**src/rtl/npu_load_scheduler.sv**
```systemverilog
// Job sequencer for one NPU run: streams a weight frame and an activation frame into the
// compute buffers, pulses compute_start, then waits for compute_done.
//
// state   | meaning
// --------+-----------------------------------------------------------
// IDLE    | waiting for job_go; stream stalled
// LOAD_W  | accepting weight words into buffer 0
// LOAD_A  | accepting activation words into buffer 1
// START   | frame set complete; compute_start issued on the next edge
// COMPUTE | waiting for compute_done
module npu_load_scheduler #(
    parameter int C_S_AXIS_TDATA_WIDTH = 8,
    parameter int NUM_WEIGHT_WORDS     = 128,
    parameter int NUM_ACT_WORDS        = 64,
    parameter int ADDR_WIDTH           = 8
) (
    input  logic                              S_AXIS_ACLK,
    input  logic                              S_AXIS_ARESET,
    input  logic                              job_go,
    input  logic                              reuse_weights,
    input  logic                              S_AXIS_TVALID,
    input  logic [C_S_AXIS_TDATA_WIDTH-1:0]   S_AXIS_TDATA,
    input  logic [C_S_AXIS_TDATA_WIDTH/8-1:0] S_AXIS_TSTRB,
    input  logic                              S_AXIS_TLAST,
    output logic                              S_AXIS_TREADY,
    output logic                              buf_wr_en,
    output logic                              buf_wr_sel,
    output logic [ADDR_WIDTH-1:0]             buf_wr_addr,
    output logic [C_S_AXIS_TDATA_WIDTH-1:0]   buf_wr_data,
    output logic                              compute_start,
    input  logic                              compute_done,
    output logic                              busy,
    output logic                              weights_valid,
    output logic                              frame_err,
    output logic [15:0]                       jobs_done
);

    typedef enum logic [2:0] {IDLE, LOAD_W, LOAD_A, START, COMPUTE} state_t;

    localparam logic [ADDR_WIDTH-1:0] W_LAST = ADDR_WIDTH'(NUM_WEIGHT_WORDS - 1);
    localparam logic [ADDR_WIDTH-1:0] A_LAST = ADDR_WIDTH'(NUM_ACT_WORDS - 1);

    state_t                state;
    logic [ADDR_WIDTH-1:0] word_cnt;
    logic                  handshake;
    logic                  at_last;
    logic                  unused_strb;

    assign handshake   = S_AXIS_TVALID && S_AXIS_TREADY;
    assign at_last     = (state == LOAD_A) ? (word_cnt == A_LAST) : (word_cnt == W_LAST);
    assign unused_strb = ^S_AXIS_TSTRB;

    always_ff @(posedge S_AXIS_ACLK or posedge S_AXIS_ARESET) begin
        if (S_AXIS_ARESET) begin
            state         <= IDLE;
            word_cnt      <= '0;
            S_AXIS_TREADY <= 1'b0;
            buf_wr_en     <= 1'b0;
            buf_wr_sel    <= 1'b0;
            buf_wr_addr   <= '0;
            buf_wr_data   <= '0;
            compute_start <= 1'b0;
            busy          <= 1'b0;
            weights_valid <= 1'b0;
            frame_err     <= 1'b0;
            jobs_done     <= 16'd0;
        end else begin
            buf_wr_en     <= 1'b0;
            compute_start <= 1'b0;
            case (state)
                IDLE: begin
                    if (job_go) begin
                        frame_err     <= 1'b0;
                        word_cnt      <= '0;
                        S_AXIS_TREADY <= 1'b1;
                        busy          <= 1'b1;
                        if (reuse_weights && weights_valid) begin
                            state <= LOAD_A;
                        end else begin
                            weights_valid <= 1'b0;
                            state         <= LOAD_W;
                        end
                    end
                end
                LOAD_W, LOAD_A: begin
                    if (handshake) begin
                        // The word is written even when it turns out to break framing.
                        buf_wr_en   <= 1'b1;
                        buf_wr_sel  <= (state == LOAD_A);
                        buf_wr_addr <= word_cnt;
                        buf_wr_data <= S_AXIS_TDATA;
                        word_cnt    <= word_cnt + 1'b1;
                        if (S_AXIS_TLAST != at_last) begin
                            frame_err     <= 1'b1;
                            S_AXIS_TREADY <= 1'b0;
                            busy          <= 1'b0;
                            state         <= IDLE;
                        end else if (at_last) begin
                            if (state == LOAD_W) begin
                                weights_valid <= 1'b1;
                                word_cnt      <= '0;
                                state         <= LOAD_A;
                            end else begin
                                S_AXIS_TREADY <= 1'b0;
                                state         <= START;
                            end
                        end
                    end
                end
                START: begin
                    compute_start <= 1'b1;
                    state         <= COMPUTE;
                end
                COMPUTE: begin
                    if (compute_done) begin
                        jobs_done <= jobs_done + 16'd1;
                        busy      <= 1'b0;
                        state     <= IDLE;
                    end
                end
                default: begin
                    S_AXIS_TREADY <= 1'b0;
                    busy          <= 1'b0;
                    state         <= IDLE;
                end
            endcase
        end
    end

endmodule
```
**config.mk**
```make
export PLATFORM = sky130hd
export DESIGN_NAME = npu_load_scheduler
export DESIGN_NICKNAME = d
export VERILOG_FILES = /design/src/rtl/npu_load_scheduler.sv
export SDC_FILE = /design/constraint.sdc
export NUM_CORES = 1
export LEC_CHECK = 0
export CELL_PAD_IN_SITES_DETAIL_PLACEMENT = 2
export CELL_PAD_IN_SITES_GLOBAL_PLACEMENT = 2
export CORE_UTILIZATION = 32
export DETAILED_ROUTE_END_ITERATION = 12
export PLACE_DENSITY_LB_ADDON = 0.1
export SYNTH_ARGS = -nofsm -noshare
export SYNTH_HDL_FRONTEND = slang
export SYNTH_SLANG_ARGS = --single-unit
```
**constraint.sdc**
```tcl
create_clock -name S_AXIS_ACLK -period 2.9 [get_ports S_AXIS_ACLK]
set_input_delay 0.58 -clock S_AXIS_ACLK [delete_from_list [all_inputs] [get_ports S_AXIS_ACLK]]
set_output_delay 0.58 -clock S_AXIS_ACLK [all_outputs]
set_load 0.1 [all_outputs]
```
==> results_dict.tcl, run 1 <==
set metrics [dict create \
    ctsHtreeMaxLevel 2 \
    numCtsBuffers 5 \
    start_kind "flip-flop" \
    fin_setup_tns_ps 0 \
    drive_gt1_share_pct 27.17 \
    fin_cells 375 \
    diodes 0 \
    intPower_mw 1.503 \
    fin_nets 295 \
    dp_hpwl_um 4413 \
    nFillCells 768 \
    cap_violations 0 \
    post-route-min-period_ps 2631 \
    p_leak_nw 1.462 \
    grt_pass1_wl_um 9708 \
    finalCritPeriodShare_pct 90.71 \
    yosysWarnings 0 \
    postCtsHoldBufs 0 \
    min_path_type "reg -> reg" \
    die-height_um 89.48 \
    grt_start_max_net_pins 31 \
    p_sw_mw 1.729 \
    finalPower_mw 3.232 \
    io-pin-count 55 \
    cts_tree "yes" \
    grt_antenna_before_repair 0 \
    endpoint_kind "flip-flop" \
    syn_area_mm2 0.002449 \
    tightest_slew_ps 586.8 \
    crit_chain "ha_1, nand3_1, nor3_1, nand2_1, ha_1, nor2_1, a41o_1, nor2_8, a221o_1" \
    drv_slew 0 \
    relSlewSlack_pct 60.64 \
    cts_resized 0 \
    crit_path_frequent_cell "ha_1" \
    die_x_um 89.48 \
    synth.avg_cell_area_um2 11.18 \
    synth_async_sr_flop_share_pct 100.0 \
    clk_pin_slew_worst_paths_ps 90 \
    status "complete, no violations" \
    dp_cells 367 \
    drtAntennaViolNets 0 \
    p_per_area_mw_per_mm2 1047 \
    vdd_drop_max_v 0.0003653 \
    combPwrFrac_pct 57.1 \
    drt_iter0_drc 60 \
    cpPeakStageDelay_ps 460 \
    yosys_most_used_dff "dfrtp_1" \
    wl_um 5935 \
    slowest_stage "dfrtp_1" \
    cts_buffer_depth 2 \
    ys_ff_latch 50 \
    worstPathArrival_ps 2820 \
    syn_nets 239 \
    pwr-share-seq_pct 30.2 \
    clock_latency_ps 300 \
    crit_required_ps 3090 \
    fin_skew_ps 5.843 \
    p_sw_share_pct 53.50 \
    wl_per_cell_um 15.83 \
    synth_edf_count 0 \
    via_per_inst 4.968 \
    hold_viol_final 0 \
    io_buffer_count 53 \
    vias 1863 \
    path_class "reg -> reg" \
    start_util_pct 33.40 \
    area_growth_pct 26.06 \
    grt_pass1_vias 1937 \
    grt_use_total_pct 16.03 \
    cts_setup_buffers 0 \
    crit_fanout 7 \
    yosysSeqAreaShare_pct 51.10 \
    gp_congestion 0.7387 \
    yosysUniqueCellTypes 52 \
    finalSetupViolCount 0 \
    max_freq_mhz 380.1 \
    core_mm2 0.007331 \
    syn_inst 219 \
    rsz0062_at_grt "no" \
    p_clk_share_pct 12.7 \
    die_area_mm2 0.008006 \
    r2r_slack_ps 270 \
    grt-ovfl-total 0 \
    dr.pass1.iters 2 \
    drc 0 \
    root_buffer "clkbuf_8" \
    clock_sink_count 50 \
    num_rows 31 \
]
## power groups by stage
stage          logic [mW]  registers, mW  clock network (mW)
2_1_floorplan       0.565           1.89                   0
3_3_place_gp         1.85          0.987                   0
3_5_place_dp         1.86          0.997                   0
4_1_cts              1.87          0.982               0.437
5_1_grt              1.95           1.00               0.459
6_report             1.85          0.978               0.409
## area by class of cell
class | count | area, µm² | area share, %
clock buffer | 6 | 72.57 | 2.351
timing repair buffer | 58 | 483.0 | 15.65
clock inverter | 2 | 13.76 | 0.4459
sequential | 50 | 1251 | 40.54
tap | 99 | 123.9 | 4.013
inverter | 6 | 22.52 | 0.7296
multi-input combinational | 154 | 1120 | 36.28
## flip-flops by register name, indices dropped and copies added, names as in the netlist, 3 cells and up
signal,cells
buf_wr_data,8
buf_wr_addr,8
jobs_done,16
state,3
word_cnt,8
## through the flow
stage               hold WS [ps]  util [%]  worst slack, ps  cell area, µm²
finish                     496.4     42.11            269.4            3087
CTS                        503.2     42.11            261.5            3087
floorplan                  519.3         -            481.9            2449
detailed placement         477.8     40.93            276.3            3000
global route               521.2     42.11            34.64            3087
global placement           464.6     40.93            329.9            3000
## synth_stat cells, drive strengths merged (2+ instances only)
library cell	instances	area, µm²
dfrtp	50	1251
mux2	17	191.4
nor2	17	80.08
nand2	16	60.06
xnor2	11	96.34
a21oi	7	35.03
nand3	7	35.03
nor3	7	46.30
o21ai	7	35.03
xor2	7	61.31
and3	6	37.54
buf	6	42.53
inv	6	22.52
nand4	6	43.79
a31oi	5	31.28
a22o	4	35.03
ha	4	50.05
clkbuf	3	12.51
nand2b	3	18.77
nand4b	3	26.28
a211oi	2	15.01
and3b	2	17.52
and4	2	17.52
nor2b	2	12.51
or3b	2	20.02
## metal layers
metal | up-vias | global-route usage, % | share of wire [%]
met3 | 6 | 3.878 | 4.1
met4 | 0 | 3.896 | 0.89
met5 | - | 0 | 0
met1 | 916 | 21.22 | 47
met2 | 41 | 26.51 | 48
li1 | 900 | - | -
## cells in the final DEF (no fill, tap or decap), types with 6 or more instances in the layout
cell type / instances
and3_1: 6
mux2_2: 16
xnor2_1: 11
buf_4: 43
clkdlybuf4s50_1: 14
a21oi_1: 7
nor2_1: 16
o21ai_0: 6
nor3_1: 6
xor2_1: 7
dfrtp_1: 50
nand3_1: 7
nand2_1: 16
## cells by family (layout without fill, tap and decap cells)
logic type                 after synthesis  after routing  share of synthesized area, %
muxes                                   18             18                         8.227
and+or+nand+nor                         77             77                         18.29
DFF                                     50             50                         51.10
AOI/OAI and AO/OA                       37             37                         10.73
adders and majority gates                4              4                         2.044
buffers and inverters                   15             72                         3.168
xor gates and xnor gates                18             18                         6.438
## path summary, 6_finish.rpt
check                                       to      startpoint  depth (start not counted)
max in group asynchronous          word_cnt[0]   S_AXIS_ARESET                          3
worst max register to register     word_cnt[3]     word_cnt[0]                          9
worst min register to register  buf_wr_data[7]  buf_wr_data[7]                          1
min in group asynchronous                 busy   S_AXIS_ARESET                          2
worst min-delay path            buf_wr_data[7]  buf_wr_data[7]                          1
worst max-delay path               word_cnt[3]     word_cnt[0]                          9
## critical path: cells and delay by family (launching register included)
kind            cells  cell delay (ps)
compound gates      2              690
simple gates        5              770
flops               1              460
fa+ha+maj           2              600
(Power assumes the default switching activity.)
==> run 2, diff against run 1 <==
- CORE_MARGIN: default -> 2
==> run 2 against run 1 <==
Via count is 3.3% higher. Worst setup slack worse by 53 ps. Clock skew is 0.69 ps higher. Design area is 0.69% higher. Sequential power is 0.4% lower. Sequential cell count stayed put.
==> results_dict.tcl, run 2 (synthesis results as in run 1) <==
set metrics [dict create \
    ctsHtreeMaxLevel 2 \
    r2r_start "word_cnt[1]" \
    crit_fanout 6 \
    hold_viol_final 0 \
    fin_cells 376 \
    cap_violations 0 \
    finalCritPeriodShare_pct 92.53 \
    die-height_um 91.48 \
    grt-ovfl-total 0 \
    grt_pass1_wl_um 10760 \
    tightest_slew_ps 650.5 \
    cts_setup_buffers 0 \
    grt_pass1_vias 2010 \
    post-route-min-period_ps 2683 \
    io-pin-count 55 \
    max_freq_mhz 372.7 \
    r2r_end "word_cnt[5]" \
    drc 0 \
    min_to "jobs_done[15]" \
    clk_pin_slew_worst_paths_ps 100 \
    via_per_inst 5.120 \
    die_area_mm2 0.008368 \
    largest_register_ffs 16 \
    dp_cells 368 \
    relSlewSlack_pct 56.63 \
    die_x_um 91.48 \
    layout_common_cells "50 x dfrtp_1, 45 x buf_4, 16 x nor2_1, 16 x nand2_1, 16 x mux2_2" \
    path_class "reg -> reg" \
    start_kind "flip-flop" \
    clock_latency_ps 310 \
    cts_resized 0 \
    area_growth_pct 26.93 \
    drv_slew 0 \
    vdd_drop_max_v 0.0005667 \
    r2r_slack_ps 220 \
    start_util_pct 33.40 \
    ff2ff_path_depth 9 \
    drive_gt1_share_pct 27.80 \
    fin_setup_tns_ps 0 \
    regMostFlops "jobs_done" \
    cts_buffer_depth 2 \
    nFillCells 783 \
    clock_sink_count 50 \
    dr.pass1.iters 4 \
    core_mm2 0.007331 \
    diodes 0 \
    drtAntennaViolNets 0 \
    layout_commonest_cell "dfrtp_1" \
    vias 1925 \
    cts_tree "yes" \
    finalPower_mw 3.352 \
    numCtsBuffers 5 \
    fin_skew_ps 6.532 \
    io_buffer_count 53 \
    gp_congestion 0.7424 \
    p_leak_nw 1.476 \
    wl_per_cell_um 16.60 \
    root_buffer "clkbuf_8" \
    finalSetupViolCount 0 \
    grt_use_total_pct 16.08 \
    worstPathArrival_ps 2880 \
    startpoint "word_cnt[1]" \
    fin_nets 296 \
    dp_hpwl_um 4536 \
    status "complete, no violations" \
    postCtsHoldBufs 0 \
    endpoint_kind "flip-flop" \
    whs_path_depth 1 \
    grt_start_max_net_pins 51 \
    min_path_type "reg -> reg" \
    wl_um 6242 \
    crit_required_ps 3100 \
    p_per_area_mw_per_mm2 1078 \
    num_rows 31 \
    drt_iter0_drc 41 \
    min_from "jobs_done[15]" \
    grt_antenna_before_repair 0 \
    rsz0062_at_grt "no" \
]
run 2: how the worst max path moves through the flow:
stage	end	slack [ps]	cells past startpoint
after floorplan	word_cnt[3]	480	10
after global placement	word_cnt[3]	250	9
after detailed placement	word_cnt[5]	240	9
after CTS	word_cnt[5]	220	9
after global routing	word_cnt[3]	70	9
final	word_cnt[5]	220	9
run 2: cell type report:
class	count	area (µm²)	area share, %
multi-input cells	154	1120	36.03
clock inverters	3	43.79	1.409
clock buffers	5	68.82	2.214
repair buffers	59	478.0	15.38
flip-flops and latches	50	1251	40.26
inverters	6	22.52	0.7246
well taps	99	123.9	3.986
run 2: per-stage QoR:
step	instance area, µm²	setup WS [ps]	hold slack, ps	utilization [%]
global placement	2995	252.5	463.7	40.86
finish	3108	216.7	493.1	42.40
floorplan	2449	481.9	519.3	-
CTS	3108	220.4	501.1	42.40
global route	3108	72.09	517.7	42.40
detailed placement	2995	239.6	473.3	40.86
run 2: metal layers:
layer  routed length, µm  global-route usage, %  up-vias
met1                2956                  23.16      967
met4                  69                  4.545        0
met2                2898                  24.51       49
met3                 318                  3.154        5
met5                   0                      0        -
li1                    -                      -      904
run 2: report_power, final:
group          switching (mW)  internal, mW  leakage [nW]  total, mW
sequential              0.118         0.856         0.659      0.974
clock                   0.252         0.259        0.0585      0.511
combinational            1.38         0.482         0.759       1.87
run 2: critical path, stage by stage, from the launching register on:
cell	delay (ps)
dfrtp_1	440
ha_1	230
nand3_1	150
nor3_1	320
nand2_1	130
ha_1	370
nor2_1	160
a41o_1	380
o21ai_1	130
a22o_1	250
